### src/rtl/mem_arbiter_pkg.sv
// rtl/mem_arbiter_pkg.sv - shared types and constants for the memory bus arbiter
package mem_arbiter_pkg;

    typedef enum logic [2:0] {
        IDLE      = 3'd0,
        INST_BUSY = 3'd1,
        DATA_BUSY = 3'd2,
        INST_DONE = 3'd3,
        DATA_DONE = 3'd4
    } arb_state_e;

    typedef struct packed {
        logic        we;
        logic [3:0]  sel;
        logic [31:0] addr;
        logic [31:0] wdata;
    } bus_req_t;

    localparam logic [31:0] ZeroWord = 32'h0000_0000;
    localparam logic [3:0]  SelWord  = 4'b1111;
    localparam int          StarveW  = 4;

    function automatic logic [31:0] word_align(input logic [31:0] a);
        return {a[31:2], 2'b00};
    endfunction

endpackage

### src/rtl/mem_arbiter_if.sv
// rtl/mem_arbiter_if.sv - fetch, data and memory bus signals of the arbiter
interface mem_arbiter_if;

    logic        inst_ce_i;
    logic [31:0] inst_addr_i;
    logic [31:0] inst_data_o;
    logic        inst_stall_o;

    logic        data_ce_i;
    logic        data_we_i;
    logic [3:0]  data_sel_i;
    logic [31:0] data_addr_i;
    logic [31:0] data_wdata_i;
    logic [31:0] data_rdata_o;
    logic        data_stall_o;

    logic        bus_req_o;
    logic        bus_we_o;
    logic [3:0]  bus_sel_o;
    logic [31:0] bus_addr_o;
    logic [31:0] bus_wdata_o;
    logic [31:0] bus_rdata_i;
    logic        bus_ack_i;
    logic        bus_err_o;

    // Arbiter side
    modport master (
        input  inst_ce_i, inst_addr_i,
        output inst_data_o, inst_stall_o,
        input  data_ce_i, data_we_i, data_sel_i, data_addr_i, data_wdata_i,
        output data_rdata_o, data_stall_o,
        output bus_req_o, bus_we_o, bus_sel_o, bus_addr_o, bus_wdata_o, bus_err_o,
        input  bus_rdata_i, bus_ack_i
    );

    // Pipeline and memory side
    modport slave (
        output inst_ce_i, inst_addr_i,
        input  inst_data_o, inst_stall_o,
        output data_ce_i, data_we_i, data_sel_i, data_addr_i, data_wdata_i,
        input  data_rdata_o, data_stall_o,
        input  bus_req_o, bus_we_o, bus_sel_o, bus_addr_o, bus_wdata_o, bus_err_o,
        output bus_rdata_i, bus_ack_i
    );

endinterface

### src/rtl/mem_arbiter_watchdog.sv
// rtl/mem_arbiter_watchdog.sv - busy-cycle counter that flags a hung bus transaction
module mem_arbiter_watchdog #(
    parameter int TIMEOUT = 255
) (
    input  logic clk,
    input  logic rst,
    input  logic run_i,
    output logic expire_o
);

    localparam int CNT_W = (TIMEOUT < 2) ? 1 : $clog2(TIMEOUT + 1);
    localparam logic [CNT_W-1:0] LAST = CNT_W'((TIMEOUT > 0) ? TIMEOUT - 1 : 0);

    logic [CNT_W-1:0] cnt_q, cnt_d;

    // Count runs 0..TIMEOUT-1 across busy cycles; expiry lands on the TIMEOUT-th one
    always_comb begin
        expire_o = 1'b0;
        cnt_d    = '0;
        if (TIMEOUT != 0 && run_i) begin
            if (cnt_q == LAST) begin
                expire_o = 1'b1;
            end else begin
                cnt_d = cnt_q + 1'b1;
            end
        end
    end

    always_ff @(posedge clk or negedge rst) begin
        if (!rst) begin
            cnt_q <= '0;
        end else begin
            cnt_q <= cnt_d;
        end
    end

endmodule

### src/rtl/mem_arbiter.sv
// rtl/mem_arbiter.sv - shares one memory bus between instruction fetch and data access
module mem_arbiter
    import mem_arbiter_pkg::*;
#(
    parameter int STARVE_LIMIT = 4,
    parameter int TIMEOUT      = 255
) (
    input  logic          clk,
    input  logic          rst,
    mem_arbiter_if.master bus
);

    localparam logic [StarveW-1:0] STARVE_MAX = StarveW'(STARVE_LIMIT);
    localparam logic [StarveW-1:0] STARVE_SAT = '1;

    arb_state_e         state_q, state_d;
    bus_req_t           req_q, req_d;
    logic               bus_req_q, bus_req_d;
    logic               bus_err_q, bus_err_d;
    logic [31:0]        inst_data_q, inst_data_d;
    logic [31:0]        data_rdata_q, data_rdata_d;
    logic [StarveW-1:0] starve_q, starve_d;
    logic               busy, expire;

    assign busy = (state_q == INST_BUSY) || (state_q == DATA_BUSY);

    mem_arbiter_watchdog #(.TIMEOUT(TIMEOUT)) u_arb_watchdog (
        .clk      (clk),
        .rst      (rst),
        .run_i    (busy),
        .expire_o (expire)
    );

    always_comb begin
        state_d      = state_q;
        req_d        = req_q;
        bus_req_d    = bus_req_q;
        bus_err_d    = 1'b0;
        inst_data_d  = inst_data_q;
        data_rdata_d = data_rdata_q;
        starve_d     = starve_q;

        case (state_q)
            IDLE: begin
                if (!bus.inst_ce_i) begin
                    starve_d = '0;
                end
                // Data wins unless fetch has waited through STARVE_LIMIT data grants
                if (bus.data_ce_i && (starve_q < STARVE_MAX || !bus.inst_ce_i)) begin
                    state_d   = DATA_BUSY;
                    bus_req_d = 1'b1;
                    req_d     = '{we: bus.data_we_i, sel: bus.data_sel_i,
                                  addr: word_align(bus.data_addr_i), wdata: bus.data_wdata_i};
                    if (bus.inst_ce_i && starve_q != STARVE_SAT) begin
                        starve_d = starve_q + 1'b1;
                    end
                end else if (bus.inst_ce_i) begin
                    state_d   = INST_BUSY;
                    bus_req_d = 1'b1;
                    req_d     = '{we: 1'b0, sel: SelWord,
                                  addr: word_align(bus.inst_addr_i), wdata: ZeroWord};
                    starve_d  = '0;
                end
            end
            INST_BUSY: begin
                if (bus.bus_ack_i) begin
                    state_d     = INST_DONE;
                    bus_req_d   = 1'b0;
                    inst_data_d = bus.bus_rdata_i;
                end else if (expire) begin
                    state_d     = INST_DONE;
                    bus_req_d   = 1'b0;
                    bus_err_d   = 1'b1;
                    inst_data_d = ZeroWord;
                end
            end
            DATA_BUSY: begin
                if (bus.bus_ack_i) begin
                    state_d   = DATA_DONE;
                    bus_req_d = 1'b0;
                    req_d.we  = 1'b0;
                    if (!req_q.we) begin
                        data_rdata_d = bus.bus_rdata_i;
                    end
                end else if (expire) begin
                    state_d      = DATA_DONE;
                    bus_req_d    = 1'b0;
                    req_d.we     = 1'b0;
                    bus_err_d    = 1'b1;
                    data_rdata_d = ZeroWord;
                end
            end
            INST_DONE, DATA_DONE: state_d = IDLE;
            default:              state_d = IDLE;
        endcase
    end

    always_ff @(posedge clk or negedge rst) begin
        if (!rst) begin
            state_q      <= IDLE;
            req_q        <= '0;
            bus_req_q    <= 1'b0;
            bus_err_q    <= 1'b0;
            inst_data_q  <= ZeroWord;
            data_rdata_q <= ZeroWord;
            starve_q     <= '0;
        end else begin
            state_q      <= state_d;
            req_q        <= req_d;
            bus_req_q    <= bus_req_d;
            bus_err_q    <= bus_err_d;
            inst_data_q  <= inst_data_d;
            data_rdata_q <= data_rdata_d;
            starve_q     <= starve_d;
        end
    end

    assign bus.bus_req_o    = bus_req_q;
    assign bus.bus_we_o     = req_q.we;
    assign bus.bus_sel_o    = req_q.sel;
    assign bus.bus_addr_o   = req_q.addr;
    assign bus.bus_wdata_o  = req_q.wdata;
    assign bus.bus_err_o    = bus_err_q;
    assign bus.inst_data_o  = inst_data_q;
    assign bus.data_rdata_o = data_rdata_q;
    assign bus.inst_stall_o = bus.inst_ce_i & (state_q != INST_DONE);
    assign bus.data_stall_o = bus.data_ce_i & (state_q != DATA_DONE);

endmodule

### src/flat_wrapper.sv
// flat-port wrapper written by rule: the top's interface ports become plain ports
module mem_arbiter_flat import mem_arbiter_pkg::*;
#(
    parameter int STARVE_LIMIT = 4,
    parameter int TIMEOUT      = 255
)
  (clk, rst, bus_inst_ce_i, bus_inst_addr_i, bus_inst_data_o, bus_inst_stall_o, bus_data_ce_i, bus_data_we_i, bus_data_sel_i, bus_data_addr_i, bus_data_wdata_i, bus_data_rdata_o, bus_data_stall_o, bus_bus_req_o, bus_bus_we_o, bus_bus_sel_o, bus_bus_addr_o, bus_bus_wdata_o, bus_bus_err_o, bus_bus_rdata_i, bus_bus_ack_i);
  mem_arbiter_if bus_i ();
  input  logic clk;
  input  logic rst;
  input wire logic [$bits(bus_i.inst_ce_i)-1:0] bus_inst_ce_i;
  input wire logic [$bits(bus_i.inst_addr_i)-1:0] bus_inst_addr_i;
  output wire logic [$bits(bus_i.inst_data_o)-1:0] bus_inst_data_o;
  output wire logic [$bits(bus_i.inst_stall_o)-1:0] bus_inst_stall_o;
  input wire logic [$bits(bus_i.data_ce_i)-1:0] bus_data_ce_i;
  input wire logic [$bits(bus_i.data_we_i)-1:0] bus_data_we_i;
  input wire logic [$bits(bus_i.data_sel_i)-1:0] bus_data_sel_i;
  input wire logic [$bits(bus_i.data_addr_i)-1:0] bus_data_addr_i;
  input wire logic [$bits(bus_i.data_wdata_i)-1:0] bus_data_wdata_i;
  output wire logic [$bits(bus_i.data_rdata_o)-1:0] bus_data_rdata_o;
  output wire logic [$bits(bus_i.data_stall_o)-1:0] bus_data_stall_o;
  output wire logic [$bits(bus_i.bus_req_o)-1:0] bus_bus_req_o;
  output wire logic [$bits(bus_i.bus_we_o)-1:0] bus_bus_we_o;
  output wire logic [$bits(bus_i.bus_sel_o)-1:0] bus_bus_sel_o;
  output wire logic [$bits(bus_i.bus_addr_o)-1:0] bus_bus_addr_o;
  output wire logic [$bits(bus_i.bus_wdata_o)-1:0] bus_bus_wdata_o;
  output wire logic [$bits(bus_i.bus_err_o)-1:0] bus_bus_err_o;
  input wire logic [$bits(bus_i.bus_rdata_i)-1:0] bus_bus_rdata_i;
  input wire logic [$bits(bus_i.bus_ack_i)-1:0] bus_bus_ack_i;
  assign bus_i.inst_ce_i = bus_inst_ce_i;
  assign bus_i.inst_addr_i = bus_inst_addr_i;
  assign bus_inst_data_o = bus_i.inst_data_o;
  assign bus_inst_stall_o = bus_i.inst_stall_o;
  assign bus_i.data_ce_i = bus_data_ce_i;
  assign bus_i.data_we_i = bus_data_we_i;
  assign bus_i.data_sel_i = bus_data_sel_i;
  assign bus_i.data_addr_i = bus_data_addr_i;
  assign bus_i.data_wdata_i = bus_data_wdata_i;
  assign bus_data_rdata_o = bus_i.data_rdata_o;
  assign bus_data_stall_o = bus_i.data_stall_o;
  assign bus_bus_req_o = bus_i.bus_req_o;
  assign bus_bus_we_o = bus_i.bus_we_o;
  assign bus_bus_sel_o = bus_i.bus_sel_o;
  assign bus_bus_addr_o = bus_i.bus_addr_o;
  assign bus_bus_wdata_o = bus_i.bus_wdata_o;
  assign bus_bus_err_o = bus_i.bus_err_o;
  assign bus_i.bus_rdata_i = bus_bus_rdata_i;
  assign bus_i.bus_ack_i = bus_bus_ack_i;
  mem_arbiter #(.STARVE_LIMIT(STARVE_LIMIT), .TIMEOUT(TIMEOUT)) u_core (.clk(clk), .rst(rst), .bus(bus_i));
endmodule
### config.mk
export PLATFORM = sky130hd
export DESIGN_NAME = mem_arbiter_flat
export DESIGN_NICKNAME = d
export VERILOG_FILES = /design/src/rtl/mem_arbiter_pkg.sv /design/src/rtl/mem_arbiter_if.sv /design/src/rtl/mem_arbiter_watchdog.sv /design/src/rtl/mem_arbiter.sv /design/src/flat_wrapper.sv
export SDC_FILE = /design/constraint.sdc
export NUM_CORES = 1
export LEC_CHECK = 0
export BUFFER_PORTS_ARGS = -buffer_cell sky130_fd_sc_hd__buf_2
export CAP_MARGIN = 10
export CORE_ASPECT_RATIO = 2
export CORE_UTILIZATION = 49
export CTS_BUF_LIST = sky130_fd_sc_hd__clkbuf_16
export CTS_CLUSTER_SIZE = 40
export DETAILED_ROUTE_END_ITERATION = 16
export HOLD_SLACK_MARGIN = 0.15
export PLACE_DENSITY = 0.79
export SLEW_MARGIN = 30
export SYNTH_ARGS = -nofsm -noshare
export SYNTH_HDL_FRONTEND = slang
export SYNTH_SLANG_ARGS = --single-unit
### constraint.sdc
create_clock -name clk -period 1.9 [get_ports clk]
set_input_delay 0.095 -clock clk [delete_from_list [all_inputs] [get_ports clk]]
set_output_delay 0.095 -clock clk [all_outputs]
set_load 0.03 [all_outputs]
==> results of run 1 <==
-- cell type report --
class / count / area (sq um) / share of cell area [%]
repair buffers: 434 / 3030 / 29.1
well taps: 186 / 233 / 2.23
clock buffers: 17 / 425 / 4.08
flip-flops and latches: 148 / 3700 / 35.6
clock inverters: 15 / 135 / 1.30
inverters: 37 / 139 / 1.33
multi-input cells: 425 / 2750 / 26.4
-- stage by stage --
| stage | hold WS, ns | setup WS [ns] | std cells | total power [uW] | area (sq um) |
|---|---|---|---|---|---|
| after global placement | 0.0644 | 0.230 | 1096 | 13200 | 8510 |
| final | 0.178 | 0.119 | 1262 | 17000 | 10400 |
| after floorplan | -0.201 | 0.275 | 672 | 10900 | 6860 |
| after CTS | 0.173 | 0.102 | 1262 | 16800 | 10400 |
| after detailed placement | 0.0522 | 0.178 | 1096 | 13300 | 8510 |
| after global routing | 0.208 | 0.0103 | 1262 | 17900 | 10400 |
-- per-layer routing --
metal,up-vias,routed length [um],global-route usage (%)
met2,422,12300,58.9
li1,3172,-,-
met4,0,867,15.7
met1,3330,8240,35.4
met3,77,1800,7.68
met5,-,0,0
-- state kept, by name, summed over array words and instances (netlist names) --
register,count
u_core.bus.bus_addr_o,30
u_core.bus.bus_err_o,1
u_core.bus.bus_req_o,1
u_core.bus.bus_sel_o,4
u_core.bus.bus_wdata_o,32
u_core.bus.bus_we_o,1
u_core.bus.data_rdata_o,32
u_core.bus.inst_data_o,32
u_core.starve_q,4
u_core.state_q,3
u_core.u_arb_watchdog.cnt_q,8
-- synthesized netlist by cell type, drive strengths merged, types with 26 or more instances --
cell / count
a21oi: 36
a22o: 32
a31oi: 30
and3b: 32
buf: 26
clkbuf: 36
dfrtp: 148
inv: 37
mux2i: 32
nand2: 72
nand3: 36
o21ai: 67
o31ai: 33
-- worst max path at each step --
stage	to	from	cells after the start	slack [ns]
final	u_core.bus.bus_addr_o[29]	u_core.starve_q[2]	5	0.12
after detailed placement	u_core.bus.data_rdata_o[18]	u_core.u_arb_watchdog.cnt_q[0]	6	0.18
after global routing	u_core.bus.bus_addr_o[29]	u_core.starve_q[2]	5	0.01
after global placement	u_core.bus.inst_data_o[1]	u_core.state_q[1]	4	0.23
after floorplan	u_core.bus.bus_wdata_o[0]	u_core.state_q[0]	6	0.28
after CTS	bus_inst_stall_o	u_core.state_q[1]	4	0.10
-- kinds of logic (layout without fill, tap and decap cells) --
group                      count (synthesis)  count (layout)  share of synthesized area [%]
AOI/OAI and AO/OA                        213             213                           19.8
xor gates and xnor gates                   5               5                          0.638
adders and majority gates                  3               3                          0.547
buffers and inverters                     99             503                           6.55
DFF                                      148             148                           54.0
muxes                                     32              32                           4.67
other                                      1               2                         0.0547
and+or+nand+nor                          170             170                           13.8
-- worst max-delay path: cells and delay by family (launching register included) --
family / cells / cell delay [ns]
AO/OA/AOI/OAI: 2 / 0.37
flip-flops: 1 / 0.42
AND/OR/NAND/NOR: 1 / 0.12
buffers and inverters: 2 / 0.81
-- report_power, final --
part | switching [uW] | internal (uW)
Combinational | 5460 | 2990
Sequential | 897 | 4480
Clock | 1470 | 1730
-- timing repair --
item / in CTS / in global routing
hold endpoints to repair: 283 / 0
hold buffers: 134 / 0
resized for setup: 0 / 1
endpoints found under the setup margin: 0 / 1
==> flow_summary_export.csv, run 1 <==
group,metric,value,unit
routing,via_count,7001,
worst_setup_path,slowest_delay,0.61,ns
floorplan,die_h,169,um
clock_network,tritoncts,"yes",
cells_and_area,num-nets-final,1204,
clock_network,numCtsBuffers,17,
worst_setup_path,critPathKind,"flip-flop to flip-flop",
global_routing,grt_usage,32.7,%
floorplan,rows,60,
cells_and_area,drive_gt1_share,32.0,%
worst_setup_path,rr_startpoint,"u_core.starve_q[2]",
routing,finalWirelength,23.2,mm
clock_network,htree_levels,4,
global_routing,grt_max_degree,65,
yosys,syn_inst,671,
routing,drtAntennaViolNets,0,
clock_network,clk_pin_slew,0.07,ns
placement,dp_hpwl,13.0,mm
worst_setup_path,reg2reg_slack,0.12,ns
cells_and_area,utilization,76.7,%
placement,finalWeightedCongestion,0.789,
worst_setup_path,path_cells,"o21ai_2 > buf_4 > nand3_1 > dlygate4sd3_1 > a31oi_1",
worst_setup_path,slowest_stage,"dlygate4sd3_1",
sta,skew,0.0117,ns
routing,wl_per_cell,18.4,um
cells_and_area,synthToLayoutAreaGrowth,51.8,%
yosys,async_reset_ff_share,100,%
worst_setup_path,crit_required,2.23,ns
yosys,synth_top_area_share,54.0,%
sta,drv_slew,0,
power_and_ir_drop,peakVddDrop,0.00110,V
cells_and_area,most-common-layout-cells,"267 x buf_2, 147 x dfrtp_1, 134 x dlygate4sd3_1",
sta,setup_viol,0,
sta,rsz0062_at_grt,"no",
routing,drc,0,
sta,hold_viol,0,
floorplan,io_pins,275,
yosys,synthFlopType,"dfrtp_1",
job,drv_cap,0,
sta,clock.fmax,561,MHz
worst_setup_path,r2r-end,"u_core.bus.bus_addr_o[29]",
routing,first_pass_iters,5,
clock_network,cts_root_buffer,"clkbuf_16",
clock_network,post_cts_buffers,0,
worst_setup_path,reg2reg_depth,5,
worst_setup_path,arrival,2.12,ns
status,status,"complete, no violations",
yosys,synth_edf_count,0,
yosys,synthTopCellsByArea,"dfrtp_1 54%, o21ai_0 4.7%, mux2i_1 4.7%",
global_routing,grt_pass1_wl,36.9,mm
clock_network,cts.sinks,148,
yosys,synth_seq_cells,148,
worst_setup_path,start_kind,"flip-flop",
power_and_ir_drop,p_leak,0.00504,uW
routing,via_per_inst,5.55,
yosys,synth.distinct_cells,47,
yosys,synth_area,6860,sq um
global_routing,antenna_found_initial,0,
clock_network,insertion_delay,0.42,ns
routing,drt_iter0_drc,406,
worst_setup_path,crit_fanout,9,
global_routing,grt_pass1_vias,7418,
yosys,yosys.area.top_type,"dfrtp_1",
yosys,postSynthAreaPerCell,10.2,sq um
cells_and_area,final_common_cell,"buf_2",
placement,io_buffers,268,
sta,tns,0,ns
floorplan,dieArea,14500,sq um
global_routing,overflow,0,
clock_network,clk_path_buf_depth,2,
power_and_ir_drop,power.density,1640,nW/um^2
sta,finalWorstPathRequiredPeriod,1.78,ns
cells_and_area,nFillCells,868,
yosys,yosys_warnings,0,
worst_hold_path,hp-class,"primary input to asynchronous set/reset pin",
cells_and_area,antennaDiodeCount,0,
yosys,ys_seq_area_share,54.0,%
floorplan,initial_core_util,50.5,%
sta,period_share,93.7,%
floorplan,core-area,13600,sq um
worst_setup_path,cp-end-kind,"flip-flop",
floorplan,dieWidth,85.7,um
(Power assumes the default switching activity.)
==> run 2: changes to the inputs <==
GPL_TIMING_DRIVEN = 0   (was unset)
PLACE_DENSITY = 0.81   (was 0.79)
==> flow_summary_export.csv, run 2 (synthesized netlist as in run 1, its figures left out) <==
group,metric,value,unit
placement,dp_hpwl,14.6,mm
cells_and_area,utilization,77.1,%
floorplan,io_pins,275,
global_routing,grt_pass1_vias,7637,
global_routing,antenna_found_initial,0,
routing,drc,0,
worst_hold_path,hp-class,"primary input to asynchronous set/reset pin",
sta,period_share,99.4,%
global_routing,overflow,0,
worst_setup_path,timing.critical_path.to,"u_core.bus.bus_wdata_o[13]",
clock_network,tritoncts,"yes",
worst_setup_path,rr_startpoint,"u_core.state_q[0]",
placement,io_buffers,267,
cells_and_area,fin_cells,1296,
clock_network,clk_pin_slew,0.07,ns
sta,worstMarginPinSlew,0.663,ns
placement,dp_cells,1126,
cells_and_area,antennaDiodeCount,0,
worst_setup_path,crit_start,"u_core.state_q[0]",
power_and_ir_drop,p_leak,0.00508,uW
power_and_ir_drop,power.density,1640,nW/um^2
routing,finalWirelength,24.4,mm
cells_and_area,drive_gt1_share,31.3,%
clock_network,htree_levels,4,
job,drv_cap,0,
worst_setup_path,cp-end-kind,"flip-flop",
floorplan,die_h,169,um
sta,clock.fmax,530,MHz
worst_setup_path,critPathKind,"flip-flop to flip-flop",
floorplan,dieWidth,85.7,um
worst_setup_path,r2r-end,"u_core.bus.bus_wdata_o[13]",
global_routing,grt_pass1_wl,38.5,mm
sta,skew,0.0125,ns
sta,relSlewSlack,55.6,%
sta,layout_setup_ws,0.0118,ns
placement,pre_cts_ws,-0.0358,ns
placement,finalWeightedCongestion,0.831,
routing,via_count,7249,
floorplan,core-area,13600,sq um
worst_setup_path,arrival,2.23,ns
sta,finalWorstPathRequiredPeriod,1.89,ns
placement,placed_area,8470,sq um
routing,wl_per_cell,18.8,um
cells_and_area,synthToLayoutAreaGrowth,52.7,%
routing,first_pass_iters,5,
clock_network,insertion_delay,0.42,ns
cells_and_area,most-common-layout-cells,"275 x buf_2, 148 x dfrtp_1, 131 x dlygate4sd3_1",
worst_setup_path,path_cells,"buf_6 > or3_4 > buf_6 > nor3_4 > buf_6 > a22o_1",
worst_setup_path,reg2reg_depth,6,
worst_setup_path,slowest_stage,"dfrtp_1",
clock_network,cts_root_buffer,"clkbuf_16",
floorplan,rows,60,
worst_setup_path,reg2reg_slack,0.01,ns
cells_and_area,final_area,10500,sq um
clock_network,numCtsBuffers,17,
worst_setup_path,start_kind,"flip-flop",
sta,whs,0.204,ns
routing,drtAntennaViolNets,0,
routing,drt_iter0_drc,419,
worst_setup_path,slowest_delay,0.40,ns
sta,hold_viol,0,
sta,drv_slew,0,
sta,setup_viol,0,
cells_and_area,num-nets-final,1239,
worst_setup_path,cp_common_cell,"buf_6",
clock_network,clk_path_buf_depth,2,
power_and_ir_drop,peakVddDrop,0.000867,V
floorplan,dieArea,14500,sq um
floorplan,initial_core_util,50.5,%
clock_network,cts.sinks,148,
global_routing,grt_max_degree,83,
routing,via_per_inst,5.59,
status,status,"complete, no violations",
cells_and_area,final_common_cell,"buf_2",
worst_setup_path,crit_fanout,10,
worst_setup_path,crit_required,2.24,ns
global_routing,grt_usage,34.2,%
run 2: changes by cell type in the layout (fill, tap and decap cells not counted), sizes merged:
cell | before | now
clkinv | 3 | 4
inv | 48 | 41
buf | 300 | 301
dlygate4sd3 | 134 | 131
clkbuf | 17 | 54
clkinvlp | 1 | 4
bufinv | 0 | 2
run 2: what timing repair did:
| action | 4_1_cts | 5_1_grt |
|---|---|---|
| setup buffers | 2 | 6 |
| endpoints found under the hold margin | 282 | 0 |
| endpoints found under the setup margin | 69 | 89 |
| hold buffers | 131 | 0 |
| pin swaps | 0 | 4 |
| gates resized for setup | 0 | 27 |
run 2: layer usage:
metal / GRT usage [%] / vias to the layer above / wire length, um
met2: 63.3 / 422 / 13300
met4: 17.5 / 0 / 1070
met3: 8.22 / 94 / 1780
met5: 0 / - / 0
li1: - / 3257 / -
met1: 34.8 / 3476 / 8310
run 2: worst max-delay path, delay by kind of cell, from the launching register on:
family,cells,cell delay (ns)
AOI/OAI and AO/OA,1,0.19
buffers and inverters,3,0.50
DFF,1,0.40
and+or+nand+nor,2,0.74
run 2: worst min-delay path by stage:
| stage | start | endpoint | slack, ns | cells past startpoint |
|---|---|---|---|---|
| floorplan | rst | u_core.bus.bus_addr_o[10] | -0.20 | 0 |
| global placement | bus_data_sel_i[1] | u_core.bus.bus_sel_o[1] | 0.31 | 2 |
| detailed placement | rst | u_core.bus.inst_data_o[14] | 0.07 | 1 |
| CTS | bus_data_ce_i | u_core.starve_q[2] | 0.22 | 4 |
| global route | rst | u_core.bus.inst_data_o[14] | 0.25 | 2 |
| finish | rst | u_core.bus.inst_data_o[14] | 0.20 | 2 |
run 2: layout make-up:
type	count	area, sq um
Clock buffer	17	425
Clock inverter	14	154
Inverter	37	139
Tap cell	186	233
Sequential cell	148	3700
Multi-Input combinational cell	425	2740
Fill cell	855	3110
Timing Repair Buffer	407	2750
Buffer	62	338
run 2: stage by stage:
stage | total power (uW) | TNS (ns)
floorplan | 10900 | 0
global placement | 13100 | -207.55
detailed placement | 13300 | -0.510
CTS | 16900 | -0.584
global route | 18100 | -0.344
finish | 17200 | 0
run 2: power breakdown:
group / total [uW] / switching [uW] / leakage, uW / internal [uW]
sequential: 5340 / 862 / 0.00172 / 4480
combinational: 8570 / 5610 / 0.00309 / 2960
clock: 3310 / 1370 / 0.000272 / 1940
total: 17200 / 7840 / 0.00508 / 9380
